==> src/rtl/bayes_infer_master.sv <==
// AXI-Lite initiator for one Bayesian inference job: writes mode and four observations to the
// chip controller, reads back the packed posterior word and returns it on a result stream.
module bayes_infer_master #(
  parameter logic [31:0] BASE_ADDR = 32'h0000_0000,
  parameter int          OBS_W     = 9,
  parameter int          TIMEOUT   = 1024
) (
  input  logic               clk,
  input  logic               rst_n,
  input  logic               job_valid,
  output logic               job_ready,
  input  logic [4*OBS_W-1:0] job_obs,
  input  logic               job_mode,
  output logic               res_valid,
  input  logic               res_ready,
  output logic [31:0]        res_data,
  output logic               res_err,
  output logic [31:0]        aw_addr,
  output logic               aw_valid,
  input  logic               aw_ready,
  output logic [2:0]         aw_prot,
  output logic [31:0]        w_data,
  output logic [3:0]         w_strb,
  output logic               w_valid,
  input  logic               w_ready,
  input  logic [1:0]         b_resp,
  input  logic               b_valid,
  output logic               b_ready,
  output logic [31:0]        ar_addr,
  output logic               ar_valid,
  input  logic               ar_ready,
  output logic [2:0]         ar_prot,
  input  logic [31:0]        r_data,
  input  logic [1:0]         r_resp,
  input  logic               r_valid,
  output logic               r_ready
);

  typedef enum logic [2:0] {IDLE, WR_REQ, WR_RESP, RD_REQ, RD_RESP, OUT} state_t;

  localparam int               CNT_W   = $clog2(TIMEOUT + 1);
  localparam logic [CNT_W-1:0] CNT_LIM = CNT_W'(TIMEOUT - 1);
  localparam logic [CNT_W-1:0] CNT_ONE = CNT_W'(1);

  state_t             state, state_nxt;
  logic [CNT_W-1:0]   wait_cnt;
  logic [2:0]         wr_idx;
  logic [4*OBS_W-1:0] obs_q;
  logic               mode_q;
  logic               aw_seen, w_seen;
  logic               abort, rd_take, wr_ok;
  logic               cnt_lim, aw_hs, w_hs;
  logic [OBS_W-1:0]   obs_sel;
  logic [15:0]        wr_off;

  assign cnt_lim = (wait_cnt == CNT_LIM);
  // A ready seen earlier in this write is remembered so both channels complete together.
  assign aw_hs   = aw_seen | aw_ready;
  assign w_hs    = w_seen | w_ready;

  always_comb begin
    state_nxt = state;
    abort     = 1'b0;
    rd_take   = 1'b0;
    wr_ok     = 1'b0;
    case (state)
      IDLE:    if (job_valid && job_ready) state_nxt = WR_REQ;
      WR_REQ: begin
        if (aw_hs && w_hs) state_nxt = WR_RESP;
        else if (cnt_lim)  abort = 1'b1;
      end
      WR_RESP: begin
        if (b_valid) begin
          if (b_resp == 2'b00) begin
            wr_ok     = 1'b1;
            state_nxt = (wr_idx == 3'd4) ? RD_REQ : WR_REQ;
          end else begin
            abort = 1'b1;
          end
        end else if (cnt_lim) begin
          abort = 1'b1;
        end
      end
      RD_REQ: begin
        if (ar_ready)     state_nxt = RD_RESP;
        else if (cnt_lim) abort = 1'b1;
      end
      RD_RESP: begin
        if (r_valid) begin
          rd_take   = 1'b1;
          state_nxt = OUT;
        end else if (cnt_lim) begin
          abort = 1'b1;
        end
      end
      OUT:     if (res_ready) state_nxt = IDLE;
      default: state_nxt = IDLE;
    endcase
    if (abort) state_nxt = OUT;
  end

  always_comb begin
    obs_sel = '0;
    wr_off  = 16'h201C;
    case (wr_idx)
      3'd1: begin obs_sel = obs_q[OBS_W-1:0];           wr_off = 16'h200C; end
      3'd2: begin obs_sel = obs_q[2*OBS_W-1:OBS_W];     wr_off = 16'h2010; end
      3'd3: begin obs_sel = obs_q[3*OBS_W-1:2*OBS_W];   wr_off = 16'h2014; end
      3'd4: begin obs_sel = obs_q[4*OBS_W-1:3*OBS_W];   wr_off = 16'h2018; end
      default: ;
    endcase
  end

  always_ff @(posedge clk or negedge rst_n) begin
    if (!rst_n) begin
      state     <= IDLE;
      wait_cnt  <= '0;
      wr_idx    <= '0;
      obs_q     <= '0;
      mode_q    <= 1'b0;
      aw_seen   <= 1'b0;
      w_seen    <= 1'b0;
      res_data  <= '0;
      res_err   <= 1'b0;
      job_ready <= 1'b0;
    end else begin
      state     <= state_nxt;
      job_ready <= (state_nxt == IDLE);
      if (state_nxt != state) wait_cnt <= '0;
      else if (state inside {WR_REQ, WR_RESP, RD_REQ, RD_RESP}) wait_cnt <= wait_cnt + CNT_ONE;
      if (state == WR_REQ && state_nxt == WR_REQ) begin
        aw_seen <= aw_hs;
        w_seen  <= w_hs;
      end else begin
        aw_seen <= 1'b0;
        w_seen  <= 1'b0;
      end
      if (state == IDLE && state_nxt == WR_REQ) begin
        obs_q  <= job_obs;
        mode_q <= job_mode;
        wr_idx <= '0;
      end else if (wr_ok) begin
        wr_idx <= wr_idx + 3'd1;
      end
      // A bad read response is reported like any other abort: zero data, error flag set.
      if (abort) begin
        res_data <= '0;
        res_err  <= 1'b1;
      end else if (rd_take) begin
        res_data <= (r_resp == 2'b00) ? r_data : 32'h0;
        res_err  <= (r_resp != 2'b00);
      end
    end
  end

  assign aw_valid  = (state == WR_REQ);
  assign w_valid   = (state == WR_REQ);
  assign b_ready   = (state == WR_RESP);
  assign ar_valid  = (state == RD_REQ);
  assign r_ready   = (state == RD_RESP);
  assign res_valid = (state == OUT);
  assign aw_addr   = aw_valid ? (BASE_ADDR + {16'h0000, wr_off}) : 32'h0;
  assign w_data    = !w_valid ? 32'h0 : (wr_idx == 3'd0) ? {31'b0, mode_q} : 32'(obs_sel);
  assign w_strb    = w_valid ? 4'hF : 4'h0;
  assign ar_addr   = ar_valid ? (BASE_ADDR + 32'h0000_2000) : 32'h0;
  assign aw_prot   = 3'b000;
  assign ar_prot   = 3'b000;

endmodule

==> config.mk <==
export PLATFORM = sky130hd
export DESIGN_NAME = bayes_infer_master
export DESIGN_NICKNAME = d
export VERILOG_FILES = /design/src/rtl/bayes_infer_master.sv
export SDC_FILE = /design/constraint.sdc
export NUM_CORES = 1
export LEC_CHECK = 0
export ABC_AREA = 1
export CAP_MARGIN = 30
export CORE_MARGIN = 4
export CORE_UTILIZATION = 45
export CTS_CLUSTER_SIZE = 25
export DETAILED_ROUTE_END_ITERATION = 7
export PLACE_DENSITY = 0.87
export SYNTH_ARGS = -nofsm -noshare
export SYNTH_HDL_FRONTEND = slang
export SYNTH_SLANG_ARGS = --single-unit
==> constraint.sdc <==
create_clock -name clk -period 3.2 [get_ports clk]
set_input_delay 0.8 -clock clk [delete_from_list [all_inputs] [get_ports clk]]
set_output_delay 0.8 -clock clk [all_outputs]
set_load 0.02 [all_outputs]
**After elaboration in Yosys (flattened, before gate mapping)**

Index checks and enable logic that the tools add are counted.

- Memories kept: 0
- Output and inout port bits: 146
- Logic and storage cells: 80
- ROM bits: 0
- Memory bits (writable): 0
- Bits in latches: 0
- Input port bits: 82
- Bits in registers: 90

- Reduce and logical (&&, ||, !) cells: 14
- Eq/ne operators: 12
- Shift operators: 0
- Bitwise operators: 2
- Div/mod/pow operators: 0
- $lt $le $gt $ge: 0
- Multipliers: 0
- $add $sub $neg: 2
- Multiplexer cells: 40

Operators by type and width:

| cell | count |
|---|---|
| 32-bit two-way mux | 3 |
| 9-bit case mux with 4 select lines | 1 |
| 3-bit two-way mux | 10 |
| 11-bit two-way mux | 2 |
| 5-bit case mux with 4 select lines | 1 |
| 9-bit two-way mux | 2 |
| 3-bit case mux with 6 select lines | 1 |
| 16-bit two-way mux | 1 |
| 1-bit two-way mux | 15 |
| 14-bit two-way mux | 1 |
| 3-bit by 2-bit == test with 1-bit output, second input constant | 4 |
| 11-bit by 1-bit adder with 11-bit output, second input constant | 1 |
| 11-bit by 10-bit == test with 1-bit output, second input constant | 1 |
| 3-bit by 1-bit == test with 1-bit output, second input constant | 3 |
| 3-bit == test, second input constant | 3 |
| 3-bit zero test | 3 |
| 2-bit nonzero test | 4 |
| 1-bit logical AND | 4 |
| 2-bit zero test | 2 |
| 4-bit two-way mux | 1 |
| 1-bit case mux with 4 select lines | 1 |
| 4-bit nonzero test | 1 |
| 3-bit by 1-bit adder with 3-bit output, second input constant | 1 |
| 3-bit inequality test | 1 |
| other kinds (2) | 3 |

**Logic depth before layout (Yosys ltp)**

- Word-level depth: 9
- Depth in mapped cells: 13
- Mapped depth without buffers: 12

**Least setup slack after synthesis**

No wires, ideal clock.

- Path type: register to output
- From: register wr_idx[0]
- To: output port w_data[0]
- Data required time: 2.400 ns
- Arrival time: 1.782 ns
- Slack: 0.618 ns
- Cell stages (with the launch flop): 10
- Path buffers: 1
- Cell sequence: dfrtp_1 inv_1 ha_1 nand2_1 inv_1 clkbuf_1 nor2_1 nand3_1 nand2_1 o22ai_1

- Cells in the longest elaborated chain, start to end: 4
- Elaborated cells on any way between the ends: 8
- Classes of those cells: eq/ne: 4; mux: 3; reduce/logical: 1

RTL lines:

| element | RTL line | text |
|---|---|---|
| from (decl) | 47 | `logic [2:0] wr_idx;` |
| from (signal assigned) | 143 | `wr_idx <= wr_idx + 3'd1;` |
| 3-bit == test (tied with other cells) | 105 | `case (wr_idx)` |
| 9-bit case mux with 4 select lines | 105 |  |
| 9-bit two-way mux * (2 in a row) | 163 | `assign w_data = !w_valid ? 32'h0 : (wr_idx == 3'd0) ? {31'b0, mode_q} : 32'(obs_sel);` |
| to (decl) | 22 | `output logic [31:0] w_data,` |

Mark *: on every way between the ends. The rest lies on a longest branch, timed or not.

**Final worst setup path**

- From: register wr_idx[0]
- To: output port w_data[1]

The elaborated chain is that of the path after synthesis.

==> metrics.txt <==
routability cong. 0.827; Clock Skews 0.0106 ns; # rows 37; die height 111 µm; largest net degree at the start of global routing 52; Clk Tree Root Cell clkbuf_8; Req. time, crit path 2.40 ns; vias per cell 4.93; layout cells sized above 1 0.140; XOR/XNOR share of the synthesized area 0.0165; Starting Density 0.463; I/O Buffers 139; RSZ-0062 raised after global routing false; WL final 11400 µm; synthesized area 4780 µm²; post-synthesis mux area share 0.0871; CTS max path bufs 2; initial DRC count 142; Synth warnings 0; Top FF cell, synth dfrtp_1; routed len/inst 15.6 µm; VDD IR max 0.000565 V; Metal-1 WL 4310 µm; Rel. slew slack 0.591; Worst R2R End wait_cnt[6]; HP Class primary input to async pin; postcts setup bufs 0; worst reg2reg startpoint state[1]; Gate Count Post-Synth 457; Chip Width 111 µm; Post-synth EDFFs 0; total congestion overflow 0; crit path kind flop to output pin; vias in the first global route 3799; Final setup viols 0; final setup margin 0.157 ns; total CTS buffers 9; worst r2r path cells 11; synth unique cells 32; status finished, final reports clean; CTS tree built; #FFs+latches synth 90; final core occ 0.595; first-pass GRT wire length 18400 µm; critical path launch point type flop; drt pass-1 iters 4; final worst path period share 0.951; Slew Viols, Final 0; Setup TNS 0 ns; die area 12300 µm²; Vias 3598; HPWL after DPL 8720 µm; antenna violations before repair 0; main combinational cell family by area after synthesis buffers and inverters; Period minus WS final 3.04 ns; DRC errors left 0; max-cap viol count 0; Synth Area in Compound Gates 0.116; Area Overhead vs Synth 28.5%; Worst Path Max Fanout 9; IO Pins 228; TritonCTS Sinks 90; Power per Cell Area 858 nW/µm²; Worst Tran Pin Value 0.614 ns; simple-gate share of the synthesized area 0.0999; Final Hold Vio Count 0; area of the core 10300 µm²; GRT Total Usage 0.181; Async SR Flop Fraction 1.00; nets 677; Synth Area in Adders 0.0157; max frequency 329 MHz; Avg Inst Size Synth 10.5 µm²; H-tree levels 3; worst endpoint data arrival time 2.24 ns; Clk Latency, worst-skew pair 0.36 ns; register area share after synthesis 0.471; Clock Pin Slew Worst Setup and Hold Paths 0.09 ns; diode count 0; Crit. End Element output pin; worst slack, placed 0.155 ns; Register-to-Register Setup Slack 1.02 ns; Pleak 2.88 nW; worst setup path startpoint wr_idx[0]; WL met2 5680 µm; Top Metal Used met4; Post-DRT Antenna Nets 0; DR WL met3 1100 µm
==> cell usage in the layout (no fill, tap or decap), types with 3 or more instances in the layout <==
cell             count
mux2_2              37
a21oi_1              5
ha_1                 5
nor2_2              12
clkbuf_8            10
a221oi_1             8
a22o_1               9
xor2_1               8
buf_4                9
o21ai_0              4
nand4_1              3
clkdlybuf4s50_1    127
dfrtp_1             90
nand3_2              3
inv_1               29
conb_1              88
nand2_1             33
a31oi_1              3
a32o_1              32
dlygate4sd2_1        9
nor2_1              35
nand3_1             12
==> layout make-up <==
cell class	count	area, µm²
clock buffer	12	145
clock inverter	4	51.3
fill	803	4180
inverter	32	120
multi-input combinational	309	1970
sequential	90	2250
tap	136	170
timing repair buffer	147	1440
==> Yosys cell counts, drive strengths merged, types with 4 or more instances <==
cell    number  area share
inv         31       0.024
nand3       15       0.018
a22o         9       0.016
a221oi       9       0.016
o21ai        4      0.0042
nor2        47       0.043
mux2        37       0.087
dfrtp       90        0.47
xor2         8       0.015
a21oi        5      0.0052
clkbuf       8      0.0063
ha           6       0.016
nand2       35       0.028
buf        105        0.16
a32o        32       0.067
==> power breakdown <==
part | internal, mW | switching [mW]
clock network | 0.383 | 0.396
logic | 1.21 | 1.34
registers | 1.63 | 0.302
==> layer usage <==
metal | vias to the layer above | track usage
met5 | - | 0
met4 | 0 | 0.0827
met3 | 25 | 0.0502
met2 | 182 | 0.317
met1 | 1744 | 0.206
li1 | 1647 | -
==> per-stage QoR <==
step / area (µm²) / hold WS (ns) / std cells / power (mW)
floorplan: 5110 / 0.472 / 544 / 3.60
global placement: 5940 / 0.482 / 714 / 4.40
detailed placement: 5940 / 0.494 / 714 / 4.52
CTS: 6140 / 0.457 / 730 / 5.30
global route: 6150 / 0.494 / 730 / 5.60
finish: 6150 / 0.438 / 730 / 5.27
==> registers in the layout (all words and copies together) (netlist names) <==
signal / cells
res_data: 32
res_err: 1
wr_idx: 3
job_ready: 1
mode_q: 1
aw_seen: 1
w_seen: 1
obs_q: 36
wait_cnt: 11
state: 3
==> worst max-delay path: stages, from the launching register on <==
cell and delay, ns:
dfrtp_1 0.39, inv_1 0.10, ha_1 0.22, nand2_1 0.11, clkinv_1 0.27, a221oi_1 0.41, nor2_1 0.07, dlygate4sd2_1 0.33
==> cells by family (layout without fill, tap and decap cells) <==
| kind of cell | after synthesis | count (layout) |
|---|---|---|
| flip-flops | 90 | 90 |
| multiplexers | 37 | 37 |
| XOR/XNOR | 9 | 9 |
| buffers and inverters | 145 | 195 |
| AND/OR/NAND/NOR | 105 | 105 |
| other | 1 | 88 |
| AO/OA/AOI/OAI | 64 | 64 |
| adder cells (fa/ha/maj) | 6 | 6 |
==> worst max path at each step <==
stage	cells past startpoint	slack, ns	endpoint
5_1_grt	7	0.004	w_data[2]
3_5_place_dp	7	0.16	w_data[0]
2_1_floorplan	9	0.62	w_data[0]
4_1_cts	8	0.03	aw_addr[2]
6_report	7	0.16	w_data[1]
3_3_place_gp	7	0.23	w_data[0]
==> what timing repair did <==
item / 4_1_cts / 5_1_grt
endpoints found under the hold margin: 0 / 0
hold buffers: 0 / 0
endpoints found under the setup margin: 10 / 3
gates resized for setup: 12 / 3
pin swaps: 0 / 0
Note: power is estimated with default switching activity, not from simulation.
